==> src/rtl/issue_scoreboard_pkg.sv <==
// Shared sizing and the issue-record bundle for the issue-slice register scoreboard.
package issue_scoreboard_pkg;

    localparam int unsigned NUM_WIS  = 4;
    localparam int unsigned NUM_REGS = 64;
    localparam int unsigned PAYLOADW = 128;

    function automatic int unsigned log2up(input int unsigned n);
        return (n > 1) ? $clog2(n) : 1;
    endfunction

    localparam int unsigned WIS_W   = log2up(NUM_WIS);
    localparam int unsigned NR_BITS = log2up(NUM_REGS);

    typedef struct packed {
        logic [WIS_W-1:0]    wis;
        logic                wb;
        logic [NR_BITS-1:0]  rd;
        logic [NR_BITS-1:0]  rs1;
        logic [NR_BITS-1:0]  rs2;
        logic [NR_BITS-1:0]  rs3;
        logic [PAYLOADW-1:0] payload;
    } issue_rec_t;

endpackage

==> src/rtl/issue_scoreboard_pipe_reg.sv <==
// One-entry valid/ready pipe register; reset clears valid only, data is left unreset.
module scoreboard_pipe_reg #(
    parameter int unsigned DATAW = 8
) (
    input  logic             clk,
    input  logic             reset,
    input  logic             enq,
    input  logic [DATAW-1:0] enq_data,
    input  logic             deq_ready,
    output logic             ready,
    output logic             valid,
    output logic [DATAW-1:0] data
);

    logic             valid_q;
    logic             valid_d;
    logic [DATAW-1:0] data_q;

    assign ready = !valid_q || deq_ready;
    assign valid = valid_q;
    assign data  = data_q;

    always_comb begin
        valid_d = valid_q;
        if (enq) begin
            valid_d = 1'b1;
        end else if (deq_ready) begin
            valid_d = 1'b0;
        end
    end

    always_ff @(posedge clk) begin
        if (reset) begin
            valid_q <= 1'b0;
        end else begin
            valid_q <= valid_d;
        end
    end

    always_ff @(posedge clk) begin
        if (enq) begin
            data_q <= enq_data;
        end
    end

endmodule

==> src/rtl/issue_scoreboard.sv <==
// Per-issue-slice register scoreboard with stall watchdog.
// Define SCOREBOARD_BYPASS_EN to let a same-cycle eop writeback unblock the waiting instruction.
module issue_scoreboard
    import issue_scoreboard_pkg::*;
#(
    parameter int unsigned TIMEOUT_CYCLES = 65536
) (
    input  logic                clk,
    input  logic                reset,

    input  logic                in_valid,
    output logic                in_ready,
    input  logic [WIS_W-1:0]    in_wis,
    input  logic                in_wb,
    input  logic [NR_BITS-1:0]  in_rd,
    input  logic [NR_BITS-1:0]  in_rs1,
    input  logic [NR_BITS-1:0]  in_rs2,
    input  logic [NR_BITS-1:0]  in_rs3,
    input  logic [PAYLOADW-1:0] in_payload,

    output logic                out_valid,
    input  logic                out_ready,
    output logic [WIS_W-1:0]    out_wis,
    output logic                out_wb,
    output logic [NR_BITS-1:0]  out_rd,
    output logic [NR_BITS-1:0]  out_rs1,
    output logic [NR_BITS-1:0]  out_rs2,
    output logic [NR_BITS-1:0]  out_rs3,
    output logic [PAYLOADW-1:0] out_payload,

    input  logic                wb_valid,
    input  logic [WIS_W-1:0]    wb_wis,
    input  logic [NR_BITS-1:0]  wb_rd,
    input  logic                wb_eop,

    output logic                stall_timeout
);

    localparam int unsigned     CNT_W   = log2up(TIMEOUT_CYCLES);
    localparam logic [CNT_W-1:0] CNT_MAX = CNT_W'(TIMEOUT_CYCLES - 1);

    issue_rec_t in_rec;
    issue_rec_t out_rec;
    logic       pipe_ready;
    logic       hz;
    logic       accept;

    logic [NUM_WIS-1:0][NUM_REGS-1:0] pending_q;
    logic [NUM_WIS-1:0][NUM_REGS-1:0] pending_d;
    logic [NUM_REGS-1:0]              cur_pending;

    logic [CNT_W-1:0] wd_cnt_q;
    logic [CNT_W-1:0] wd_cnt_d;
    logic             stall_timeout_q;
    logic             stall_timeout_d;

    always_comb begin
        in_rec.wis     = in_wis;
        in_rec.wb      = in_wb;
        in_rec.rd      = in_rd;
        in_rec.rs1     = in_rs1;
        in_rec.rs2     = in_rs2;
        in_rec.rs3     = in_rs3;
        in_rec.payload = in_payload;
    end

    // Hazard view of the requesting warp slot.
`ifdef SCOREBOARD_BYPASS_EN
    logic [NUM_REGS-1:0] release_mask;

    always_comb begin
        release_mask = '0;
        if (wb_valid && wb_eop && (wb_wis == in_wis)) begin
            release_mask[wb_rd] = 1'b1;
        end
    end

    assign cur_pending = pending_q[in_wis] & ~release_mask;
`else
    assign cur_pending = pending_q[in_wis];
`endif

    assign hz = (in_wb && cur_pending[in_rd]) || cur_pending[in_rs1]
             || cur_pending[in_rs2] || cur_pending[in_rs3];

    assign in_ready = pipe_ready && !hz;
    assign accept   = in_valid && in_ready;

    scoreboard_pipe_reg #(
        .DATAW ($bits(issue_rec_t))
    ) u_pipe (
        .clk       (clk),
        .reset     (reset),
        .enq       (accept),
        .enq_data  (in_rec),
        .deq_ready (out_ready),
        .ready     (pipe_ready),
        .valid     (out_valid),
        .data      (out_rec)
    );

    assign out_wis     = out_rec.wis;
    assign out_wb      = out_rec.wb;
    assign out_rd      = out_rec.rd;
    assign out_rs1     = out_rec.rs1;
    assign out_rs2     = out_rec.rs2;
    assign out_rs3     = out_rec.rs3;
    assign out_payload = out_rec.payload;

    // Set is applied after clear so a coincident set on the same entry wins.
    always_comb begin
        pending_d = pending_q;
        if (wb_valid && wb_eop) begin
            pending_d[wb_wis][wb_rd] = 1'b0;
        end
        if (accept && in_wb && (in_rd != '0)) begin
            pending_d[in_wis][in_rd] = 1'b1;
        end
    end

    always_ff @(posedge clk) begin
        if (reset) begin
            pending_q <= '0;
        end else begin
            pending_q <= pending_d;
        end
    end

    // The counter sticks at CNT_MAX; one more stalled cycle there raises the flag.
    always_comb begin
        wd_cnt_d        = wd_cnt_q;
        stall_timeout_d = stall_timeout_q;
        if (accept || !in_valid) begin
            wd_cnt_d = '0;
        end else if (hz) begin
            if (wd_cnt_q == CNT_MAX) begin
                stall_timeout_d = 1'b1;
            end else begin
                wd_cnt_d = wd_cnt_q + 1'b1;
            end
        end
    end

    always_ff @(posedge clk) begin
        if (reset) begin
            wd_cnt_q        <= '0;
            stall_timeout_q <= 1'b0;
        end else begin
            wd_cnt_q        <= wd_cnt_d;
            stall_timeout_q <= stall_timeout_d;
        end
    end

    assign stall_timeout = stall_timeout_q;

endmodule
==> config.mk <==
export PLATFORM = sky130hd
export DESIGN_NAME = issue_scoreboard
export DESIGN_NICKNAME = d
export VERILOG_FILES = /design/src/rtl/issue_scoreboard_pkg.sv /design/src/rtl/issue_scoreboard_pipe_reg.sv /design/src/rtl/issue_scoreboard.sv
export SDC_FILE = /design/constraint.sdc
export NUM_CORES = 1
export LEC_CHECK = 0
export ABC_AREA = 1
export CAP_MARGIN = 20
export CORE_UTILIZATION = 35
export DETAILED_ROUTE_END_ITERATION = 8
export HOLD_SLACK_MARGIN = 0.02
export SYNTH_ARGS = -nofsm -noshare
export SYNTH_HDL_FRONTEND = slang
export SYNTH_SLANG_ARGS = --single-unit
==> constraint.sdc <==
create_clock -name clk -period 4.95 [get_ports clk]
set_clock_uncertainty 0.2 [all_clocks]
set_input_delay 0.99 -clock clk [delete_from_list [all_inputs] [get_ports clk]]
set_output_delay 0.99 -clock clk [all_outputs]
set_load 0.01 [all_outputs]
==> flow_summary.json <==
{
  "p_leak_nw": 10.9,
  "reg2reg_depth": 21,
  "yosysSeqAreaShare_pct": 46.4,
  "layout_commonest_cell": "nand2_1",
  "grt_use_total_pct": 30.0,
  "worst_setup_path_end_kind": "primary output",
  "cts_tree": "yes",
  "synth.avg_cell_area_um2": 7.08,
  "slew_headroom_pct": 28.7,
  "whs_path_depth": 2,
  "yosys_warnings": 0,
  "die_w_um": 252,
  "synth_cell_types": 25,
  "die_area_mm2": 0.0635,
  "fillers": 6323,
  "min_period_over_period_pct": 95.8,
  "crit_path_frequent_cell": "nand2_1",
  "post-cts-setup-buffers": 0,
  "critPathArrivalTime_ps": 3550,
  "num_rows": 91,
  "worst_slew_pin_slew_ps": 1060,
  "wl_met3_mm": 10.0,
  "crit_required_ps": 3760,
  "wire_per_inst_um": 22.7,
  "initial_utilization_pct": 35.4,
  "dpl.hpwl_mm": 65.3,
  "crit_chain": "buf_8 > inv_6 > buf_16 > nand2_1 > nand2_1 > nand2_1 > nand2_1 > nand2_1 > nand2_1 > nor2_2 > nand2_1 > nand2_1 > nand2_1 > nor2_1 > nand2_1 > nand2_1 > nand2_1 > nor2_4 > nand3_4 > inv_1 > clkdlybuf4s50_1",
  "drv_slew": 0,
  "fmax_mhz": 211,
  "mostFrequentLayoutCells": "nand2_1 (883), nand3_1 (602), clkdlybuf4s50_1 (318), nor2_1 (289), dfxtp_1 (274)",
  "outcome": "finished clean",
  "whs_ps": 251,
  "drt_iter0_drc": 2845,
  "cts_made_buffers": 49,
  "finalHoldViolCount": 0,
  "fin_nets": 3579,
  "grt_start_max_net_pins": 97,
  "min_path_type": "flop to flop",
  "clock_latency_ps": 610,
  "syn-cell-area_mm2": 0.0219,
  "cp_num_cells": 21,
  "firstDrtPassIters": 6,
  "synth-seq-cells": 429,
  "worst-path-buf-inv": 5,
  "synth.net_count": 3260,
  "ios": 327,
  "critPathKind": "input pin to primary output",
  "h-tree-depth": 2,
  "coreArea_mm2": 0.0617,
  "maxCapViolations": 0,
  "power.density_mw_per_mm2": 301,
  "cpPeakStageDelay_ps": 530,
  "post-route-util_pct": 46.5,
  "path_delay_family": "simple AND/OR/NAND/NOR gates",
  "critical-path-slowest-cell": "clkdlybuf4s50_1",
  "antenna_found_initial": 7,
  "cts_root_buf": "clkbuf_16",
  "detailroute.via_count": 23900,
  "cp_max_fo": 40,
  "clockBufferDepth": 3,
  "grt_pass1_wl_mm": 144,
  "synthToLayoutAreaGrowth_pct": 31.2,
  "peakVddDrop_mv": 0.251,
  "drcViolationCount": 0,
  "min_period_ps": 4740,
  "path_clk_slew_ps": 60,
  "clock_sinks": 429,
  "ctsHoldBuffers": 0,
  "drive_gt1_share_pct": 8.15,
  "die_h_um": 252,
  "grt_overflow": 0,
  "place_congestion": 0.957,
  "start_kind": "input pin",
  "total_power_w": 0.00864,
  "grt_pass1_vias": 22000,
  "io_buffer_count": 326,
  "rsz0062_at_grt": "no",
  "setup_viol": 0,
  "m1WireLength_mm": 38.0,
  "maxUsedRoutingLayer": "met4",
  "wl_mm": 97.2,
  "viasPerCell": 5.57,
  "ant_nets": 0,
  "wl_met2_mm": 45.0,
  "syn_inst": 3090
}
==> repair_timing <==
item	in CTS	in global routing
pin swaps	0	1
gates resized for setup	7	20
setup endpoints to repair	1	1
==> logic make-up (layout without fill, tap and decap cells) <==
logic type	after synthesis	count (layout)	share of synthesized area (%)
and+or+nand+nor	1842	1842	35.5
AOI/OAI and AO/OA	536	536	12.3
DFF	429	429	46.4
buffers and inverters	274	632	5.49
xor gates and xnor gates	8	8	0.320
adders and majority gates	1	1	0.0572
other	0	4	0
==> metrics by stage <==
step           cell area, um^2  worst slack (ps)  TNS [ps]  instances
4_1_cts                  28600              16.6         0       4285
6_report                 28700               207         0       4289
2_1_floorplan            21900               513         0       3090
3_3_place_gp             27000              -352      -352       4195
3_5_place_dp             27000              -307      -307       4195
5_1_grt                  28700              21.8         0       4285
==> worst reg2reg max path, stage by stage, from the launching register on <==
cell and delay [ps]:
dfxtp_1 300, nand2_1 60, nand2_1 90, nand2_1 150, nand2_1 70, nand2_1 60
nand2_1 70, nor2_2 150, nand2_1 90, nand2_1 100, nand2_1 60, nor2_1 100
nand2_1 70, nand2_1 60, nand2_1 90, nor2_4 160, nand3_4 110, nor2_4 200
buf_12 210, buf_12 270, nand3_1 150, a21oi_1 150
==> final timing paths <==
kind,startpoint,slack (ps),to
min,stall_timeout$_SDFFE_PP0P_,250,stall_timeout$_SDFFE_PP0P_
max,in_wis[0],210,in_ready
max reg2reg,pending_q[91]$_SDFF_PP0_,1890,pending_q[80]$_SDFF_PP0_
min reg2reg,stall_timeout$_SDFFE_PP0P_,250,stall_timeout$_SDFFE_PP0P_
==> area by class of cell <==
cell class,count,area [um^2],area share [%]
multi-input cells,2387,10700,37.2
flip-flops and latches,429,10100,35.3
repair buffers,487,4960,17.3
clock buffers,69,1390,4.84
well taps,837,1050,3.65
clock inverters,21,268,0.933
inverters,55,216,0.754
diodes,4,10.0,0.0349
==> flip-flops by register name, indices dropped and copies added, names as in the netlist <==
signal / cells
stall_timeout: 1
pending_q: 256
wd_cnt_q: 16
u_pipe.valid: 1
u_pipe.data: 155
==> layer usage <==
metal | up-vias | GRT usage [%]
li1 | 11100 | -
met1 | 11200 | 38.5
met2 | 1373 | 49.1
met3 | 241 | 6.19
met4 | 0 | 12.1
met5 | - | 0
==> synthesized netlist by cell type <==
| cell | count | share of area [%] |
|---|---|---|
| nand3b_1 | 2 | 0.069 |
| o21ai_1 | 1 | 0.023 |
| clkinv_1 | 1 | 0.017 |
| xor2_1 | 6 | 0.24 |
| nor2_4 | 1 | 0.051 |
| nor2_1 | 293 | 5.0 |
| inv_2 | 3 | 0.051 |
| inv_1 | 51 | 0.88 |
| nand2_1 | 894 | 15 |
| nand3_1 | 607 | 14 |
| buf_4 | 7 | 0.24 |
| dfxtp_1 | 274 | 25 |
| o211ai_1 | 5 | 0.17 |
| buf_2 | 38 | 0.87 |
| xnor2_1 | 2 | 0.080 |
| nor3_1 | 37 | 0.85 |
| edfxtp_1 | 155 | 21 |
| buf_6 | 13 | 0.67 |
| clkbuf_1 | 137 | 2.4 |
| o21ai_0 | 262 | 6.0 |
| buf_1 | 24 | 0.41 |
| a21oi_1 | 268 | 6.1 |
| ha_1 | 1 | 0.057 |
| nor4_1 | 2 | 0.057 |
| nand4_1 | 6 | 0.17 |
==> power by group <==
part | internal (W) | switching, W
clock network | 0.00223 | 0.00155
logic | 0.000401 | 0.000692
registers | 0.00374 | 0.0000269
total | 0.00636 | 0.00227
Note: power is estimated with default switching activity, not from simulation.
